### config.mk
export PLATFORM = sky130hd
export DESIGN_NAME = btn_debounce
export DESIGN_NICKNAME = d
export VERILOG_FILES = /design/src/rtl/btn_debounce.sv
export SDC_FILE = /design/constraint.sdc
export NUM_CORES = 1
export LEC_CHECK = 0
export ABC_AREA = 1
export CORE_AREA = 2 2 84 86
export DETAILED_ROUTE_END_ITERATION = 10
export DIE_AREA = 0 0 86 88
export GPL_ROUTABILITY_DRIVEN = 0
export PLACE_DENSITY = 0.87
export SYNTH_ARGS = -nofsm -noshare
export SYNTH_HDL_FRONTEND = slang
export SYNTH_SLANG_ARGS = --single-unit
### constraint.sdc
create_clock -name clk -period 1.6 [get_ports clk]
set_input_delay 0.24 -clock clk [delete_from_list [all_inputs] [get_ports clk]]
set_output_delay 0.24 -clock clk [all_outputs]
set_load 0.03 [all_outputs]
### src/rtl/btn_debounce.sv
// ---------------------------------------------------------------------------
// btn_debounce
//
// Debounces N_BTN asynchronous push-button inputs and presents a single
// priority-selected channel. The highest-index pressed channel wins. Each
// press produces a one-cycle pulse, and auto-repeat pulses can optionally
// follow while the button stays held.
//
// Parameters
//   N_BTN       : number of button channels (1..16)
//   DB_CYCLES   : consecutive differing cycles needed to flip a debounced bit
//   REPEAT_EN   : 1 enables auto-repeat pulses while a button is held
//   HOLD_CYCLES : cycles from a press pulse to the first repeat pulse
//   RPT_CYCLES  : cycles between subsequent repeat pulses
//
// Ports
//   clk         : system clock, rising edge
//   rst_n       : asynchronous active-low reset
//   btn_i       : raw asynchronous active-high button levels
//   btn_level_o : debounced, priority-selected level (one-hot or zero)
//   btn_press_o : one-cycle press/repeat pulse on the selected channel
//   btn_any_o   : high when any channel's debounced state is pressed
// ---------------------------------------------------------------------------
module btn_debounce #(
  parameter int unsigned N_BTN       = 4,
  parameter int unsigned DB_CYCLES   = 20000,
  parameter int unsigned REPEAT_EN   = 0,
  parameter int unsigned HOLD_CYCLES = 500000,
  parameter int unsigned RPT_CYCLES  = 100000
) (
  input  logic             clk,
  input  logic             rst_n,
  input  logic [N_BTN-1:0] btn_i,
  output logic [N_BTN-1:0] btn_level_o,
  output logic [N_BTN-1:0] btn_press_o,
  output logic             btn_any_o
);

  localparam int unsigned DB_CNT_W = $clog2(DB_CYCLES + 1);
  localparam int unsigned RPT_MAX  = (HOLD_CYCLES > RPT_CYCLES) ? HOLD_CYCLES : RPT_CYCLES;
  localparam int unsigned RC_W     = $clog2(RPT_MAX);

  localparam logic [DB_CNT_W-1:0] DB_LAST   = DB_CNT_W'(DB_CYCLES - 1);
  localparam logic [RC_W-1:0]     HOLD_LAST = RC_W'(HOLD_CYCLES - 1);
  localparam logic [RC_W-1:0]     RPT_LAST  = RC_W'(RPT_CYCLES - 1);

  typedef enum logic [1:0] {
    ST_IDLE,
    ST_HOLD,
    ST_REPEAT
  } rpt_state_e;

  // Two-flop synchroniser
  logic [N_BTN-1:0] sync1_q;
  logic [N_BTN-1:0] sync2_q;

  always_ff @(posedge clk or negedge rst_n) begin
    if (!rst_n) begin
      sync1_q <= '0;
      sync2_q <= '0;
    end else begin
      sync1_q <= btn_i;
      sync2_q <= sync1_q;
    end
  end

  // Per-channel debounce: state flips once the synced input has disagreed
  // with it for DB_CYCLES consecutive cycles.
  logic [N_BTN-1:0]               db_state_q;
  logic [N_BTN-1:0][DB_CNT_W-1:0] db_cnt_q;

  always_ff @(posedge clk or negedge rst_n) begin
    if (!rst_n) begin
      db_state_q <= '0;
      db_cnt_q   <= '0;
    end else begin
      for (int unsigned i = 0; i < N_BTN; i++) begin
        if (sync2_q[i] == db_state_q[i]) begin
          db_cnt_q[i] <= '0;
        end else if (db_cnt_q[i] == DB_LAST) begin
          db_state_q[i] <= ~db_state_q[i];
          db_cnt_q[i]   <= '0;
        end else begin
          db_cnt_q[i] <= db_cnt_q[i] + 1'b1;
        end
      end
    end
  end

  // Priority select: ascending scan so the highest set index wins.
  logic [N_BTN-1:0] level;

  always_comb begin
    level = '0;
    for (int unsigned i = 0; i < N_BTN; i++) begin
      if (db_state_q[i]) begin
        level    = '0;
        level[i] = 1'b1;
      end
    end
  end

  // Previous selected level, used for edge detection and FSM restart.
  logic [N_BTN-1:0] level_q;

  always_ff @(posedge clk or negedge rst_n) begin
    if (!rst_n) begin
      level_q <= '0;
    end else begin
      level_q <= level;
    end
  end

  logic level_changed;
  assign level_changed = (level != level_q);

  // Auto-repeat FSM
  rpt_state_e       state_q, state_d;
  logic [RC_W-1:0]  rcnt_q,  rcnt_d;
  logic             rpt_fire;

  always_ff @(posedge clk or negedge rst_n) begin
    if (!rst_n) begin
      state_q <= ST_IDLE;
      rcnt_q  <= '0;
    end else begin
      state_q <= state_d;
      rcnt_q  <= rcnt_d;
    end
  end

  always_comb begin
    state_d  = state_q;
    rcnt_d   = rcnt_q + 1'b1;
    rpt_fire = 1'b0;

    case (state_q)
      ST_IDLE: begin
        rcnt_d = '0;
      end
      ST_HOLD: begin
        if (rcnt_q == HOLD_LAST) begin
          rpt_fire = 1'b1;
          state_d  = ST_REPEAT;
          rcnt_d   = '0;
        end
      end
      ST_REPEAT: begin
        if (rcnt_q == RPT_LAST) begin
          rpt_fire = 1'b1;
          rcnt_d   = '0;
        end
      end
      default: begin
        state_d = ST_IDLE;
        rcnt_d  = '0;
      end
    endcase

    // A selection change restarts timing; the FSM state is stale this
    // cycle, so any repeat decision it would make is dropped.
    if (level_changed) begin
      state_d  = (|level) ? ST_HOLD : ST_IDLE;
      rcnt_d   = '0;
      rpt_fire = 1'b0;
    end

    if (REPEAT_EN == 0) begin
      state_d  = ST_IDLE;
      rcnt_d   = '0;
      rpt_fire = 1'b0;
    end
  end

  // level is one-hot or zero, so either term yields at most one set bit.
  always_comb begin
    btn_press_o = '0;
    if (level_changed) begin
      btn_press_o = level & ~level_q;
    end else if (rpt_fire) begin
      btn_press_o = level;
    end
  end

  assign btn_level_o = level;
  assign btn_any_o   = |db_state_q;

endmodule

# Yosys cells after proc, flatten, opt, wreduce, memory -nomap -nowiden
# Cells that the tools add are included.
# W data, S select, Z words.
# op_classes
addsub	4
mux	13
eq_ne	9
bitwise	10
n_reduce_logical	5
# ops
cell	n
$mux W15	8
$add A15 B1 Y15 const B	4
$eq A15 B15 Y1 const B	4
$mux W4	4
$not A1 Y1	8
$reduce_and A2 Y1	4
$and A4 B4 Y4	1
$eq A1 B1 Y1	4
$ne A4 B4 Y1	1
$not A4 Y4	1
$reduce_or A4 Y1	1
$mux W1	1
# totals
output_inout_bits	9
reg_bits	76
in_bits	6

# Depth between registers and ports, before layout
# Gate-level depths: netlist of run 1.
# depth
ltp_word	6
mapped_depth	9
depth_no_buf	9

# Worst setup path before layout of run 1
# Ideal clock, no wire load.
# synth_timing
kind	register -> output
startpoint	reg db_state_q[3]
endpoint	out btn_press_o[0]
t_required_ns	1.360
slack_ns	-0.202
path_stages_with_launch	4
arrival_ns	1.562
path_cell_list	dfrtp_1 > nor2_1 > inv_1 > nor4_1
# synth_between
elab_chain_len	3
word_cells_on_any_way	4
classes_between	eq/ne (1); mux (2); bitwise (1)
# synth_lines
element	line	rtl
start: declaration	69	logic [N_BTN-1:0] db_state_q;
start signal: indexed assignment	81	db_state_q[i] <= ~db_state_q[i];
$mux W4 (*)	96	if (db_state_q[i]) begin
$ne A4 B4 Y1 or $and A4 B4 Y4 (tied branches)	115, 179	
$mux W4 (*)	178	if (level_changed) begin
end: declaration	35	output logic [N_BTN-1:0] btn_press_o,
# Mark *: on every way between the ends. The rest lies on a longest branch, timed or not.

# Worst setup path after layout of run 1
# layout_timing
startpoint	reg db_state_q[2]
endpoint	out btn_press_o[0]
# layout_between
elab_chain_len	4
word_cells_on_any_way	5
classes_between	eq/ne (1); mux (3); bitwise (1)
# layout_lines
element	line
$mux W4 (*) (2 in series)	96
$ne A4 B4 Y1 or $and A4 B4 Y4 (tied branches)	115, 179
$mux W4 (*)	178
# Marks and branches as above.

==> results.md, run 1 <==
* Run status: finished, violations left
* Violations in the final reports: negative setup slack
* Worst-Skew Late Latency at 0.36 ns
* Setup ws final at -0.00299 ns
* GR Overflow Total at 0
* Initial Util at 58.3%
* Via count of the routed design at 3328
* Dominant cell by count in the synthesized netlist: sky130_fd_sc_hd__nor2_1
* Number of antenna cells inserted at 0
* Worst reg2reg path depth at 8
* Number of enable-type register cells in the synthesized netlist at 0
* First-pass GRT wire length at 13600 um
* Number of DRC markers after the initial detailed-route iteration at 234
* Worst-case headroom to the max-slew limit at 76.5%
* Cells after Synth at 504
* Crit path time final at 1.60 ns
* Count of final setup violators at 1
* Setup TNS after final layout at -0.00299 ns
* Die Y-Extent at 88 um
* Power per Cell Area at 782 nW/um^2
* Seq cells post-synth at 76
* Leakage power figure at 1.95 nW
* Antenna Nets Post-Route at 0
* Largest cells by area after synthesis: sky130_fd_sc_hd__dfrtp_1 (49%), sky130_fd_sc_hd__nor2_1 (12%), sky130_fd_sc_hd__nand2_1 (11%)
* Worst EP required at 1.36 ns
* Number of nets in the final layout at 548
* Initial antenna violation count at 0
* Wire per inst at 12.8 um
* Most instantiated flip-flop cell in the synthesis netlist: sky130_fd_sc_hd__dfrtp_1
* Post-synthesis cell type with the largest combined area: sky130_fd_sc_hd__dfrtp_1
* Core box area at 6640 sq um
* Number of warnings issued by yosys at 0
* Startpoint of the most critical setup path: db_state_q[2]$_DFFE_PN0P_
* Number of input and output port buffers inserted at 14
* CTS tree: done
* Hold Startpoint: btn_i[2]
* Total I/O pin count at 15
* Post-route non-filler standard cell count at 623
* TritonCTS buffer count at 9
* Final count of hold timing violations at 0
* Top fanout value on the critical path at 4
* Post-synthesis area per instance at 7.69 sq um
* Nature of the critical path endpoint: output port
* Slew of the pin with the lowest slew margin at 0.352 ns
* Cell at the root of the clock tree: sky130_fd_sc_hd__clkbuf_8
* Worst setup skew after layout at 0.00812 ns
* R2R setup slack at 0.12 ns
* Kind of launch point of the worst setup path: flop
* Final clock period utilization by the worst path at 100%
* Top post-synthesis cells by count: sky130_fd_sc_hd__nor2_1 (125), sky130_fd_sc_hd__nand2_1 (112), sky130_fd_sc_hd__dfrtp_1 (76)
* Fraction of synthesis flops using an asynchronous set or reset pin at 100%
* Setup repair after global routing missed its margin: yes
* Sink count of the clock tree at 76
* Final slew viol count at 0
* DR pass1 iterations at 4
* Worst min path class: input pin to flop
* Max-cap check violation count at 0
* RR Startpoint: db_cnt_q[30]$_DFF_PN0_
* Hold path endpoint: sync1_q[2]$_DFF_PN0_
* Combined global-route utilization of all metal layers at 22.9%
* Instance count after placement with tap cells included at 604
* Pin count of the biggest net entering global routing at 34
* Proportion of layout cells with a drive suffix above 1 at 13.3%
* Arrival time of data at the critical path endpoint at 1.36 ns
* Peak supply drop at 619 uV
* Maximum clock frequency at 0.624 GHz
* Clock slew at reported path FFs at 0.08 ns
* Number of levels in the clock H-tree at 3
* Part of the Yosys area used for sequential elements at 49.1%
* Routed via count divided by cell count at 5.34
* Width of the chip at 86 um
* Vias in the first global route at 3131
* Post-detailed-route DRC marker count at 0
* Final Routed Wirelength at 7960 um
* DP Wirelength at 5840 um
* Post-synthesis net count at 514
* Longest Clk Path Bufs at 2
* Synth unique cells at 24
* Row cnt at 30
* Kind of critical path: flop to output port
* Synth-to-layout area growth at 14.2%
* Endpoint of the worst register-to-register path: db_cnt_q[30]$_DFF_PN0_
* Total standard cell area after synthesis at 3880 sq um
* Top-area cell type share of the netlist area at 49.1%
* Min-Delay Path Depth at 1
* Area of the die at 7570 sq um
## power by group
| group | switching (mW) | leakage, nW | internal, mW |
|---|---|---|---|
| clock | 0.722 | 0.0803 | 0.598 |
| combinational | 0.101 | 0.838 | 0.0546 |
| sequential | 0.0313 | 1.03 | 1.95 |
## worst max-delay path, stage by stage, from the launching register on
cell,delay (ns)
sky130_fd_sc_hd__dfrtp_1,0.42
sky130_fd_sc_hd__nor2_4,0.19
sky130_fd_sc_hd__inv_4,0.08
sky130_fd_sc_hd__nor4_4,0.13
sky130_fd_sc_hd__buf_4,0.20
## cell families after synthesis
| group | Yosys count | synth area share [%] |
|---|---|---|
| buf+inv | 66 | 6.49 |
| flops | 76 | 49.1 |
| simple gates | 314 | 34.5 |
| xor+xnor | 19 | 5.07 |
| fa+ha+maj | 4 | 1.29 |
| compound gates | 25 | 3.55 |
## metal layers
| metal | track usage [%] | vias to the layer above | share of wire [%] |
|---|---|---|---|
| met5 | 0 | - | 0 |
| met4 | 10.5 | 0 | 2.3 |
| met3 | 3.39 | 16 | 3.6 |
| met2 | 38.8 | 89 | 50 |
| met1 | 29.1 | 1581 | 44 |
| li1 | - | 1642 | - |
## stage by stage
stage	cell area (sq um)	hold slack [ns]	setup WS [ns]	power, mW	utilization, %
detailed placement	4160	0.176	0.0426	2.17	62.7
global placement	4160	0.171	0.0505	2.16	62.7
CTS	4360	0.314	-0.0321	3.48	65.7
finish	4430	0.316	-0.00299	3.46	66.6
floorplan	3880	-0.0556	-0.00433	2.09	-
global route	4430	0.323	-0.0458	3.59	66.6
## area by class of cell
type	instances	area, sq um
flip-flops and latches	76	1900
well taps	80	100
repair buffers	24	210
clock buffers	10	138
fillers	546	2220
clock inverters	6	40.0
inverters	65	246
multi-input cells	362	1790
## repair_timing
action	4_1_cts	5_1_grt
gates resized for setup	10	18
endpoints found under the hold margin	25	0
endpoints found under the setup margin	7	31
pin swaps	0	0
buffers inserted	0	2
hold buffers	1	0
## placed cells by master (no fill, tap or decap), types with 5 or more instances in the layout
cell type	Yosys	routed
sky130_fd_sc_hd__clkbuf_8	0	10
sky130_fd_sc_hd__nand4_1	17	17
sky130_fd_sc_hd__buf_4	1	13
sky130_fd_sc_hd__nor2_1	125	123
sky130_fd_sc_hd__o21ai_0	8	8
sky130_fd_sc_hd__xor2_1	10	10
sky130_fd_sc_hd__inv_2	6	6
sky130_fd_sc_hd__xnor2_1	5	5
sky130_fd_sc_hd__o21bai_1	5	5
sky130_fd_sc_hd__nor3_1	11	8
sky130_fd_sc_hd__nand2_1	112	111
sky130_fd_sc_hd__nand3_1	30	30
sky130_fd_sc_hd__a21oi_1	8	8
sky130_fd_sc_hd__inv_1	59	58
sky130_fd_sc_hd__nor2_2	7	8
sky130_fd_sc_hd__dfrtp_1	76	76
## sequential cells by signal, indices dropped and copies added (netlist names)
signal and count:
level_q 4, sync2_q 4, db_state_q 4, db_cnt_q 60, sync1_q 4
## worst max-delay path by stage
stage	endpoint	slack [ns]	depth (start not counted)
after CTS	btn_press_o[0]	-0.03	3
after global placement	btn_any_o	0.05	3
after global routing	btn_press_o[0]	-0.05	4
after floorplan	btn_level_o[0]	-0.004	3
after detailed placement	btn_any_o	0.04	3
final	btn_press_o[0]	-0.003	4
No activity file was read; power rests on OpenSTA's default activity.
==> run 2: changes to the inputs <==
- CTS_CLUSTER_SIZE: not set -> 14
==> results of run 2 <==
No change in the layout: final DEF, timing and power equal those of run 1.
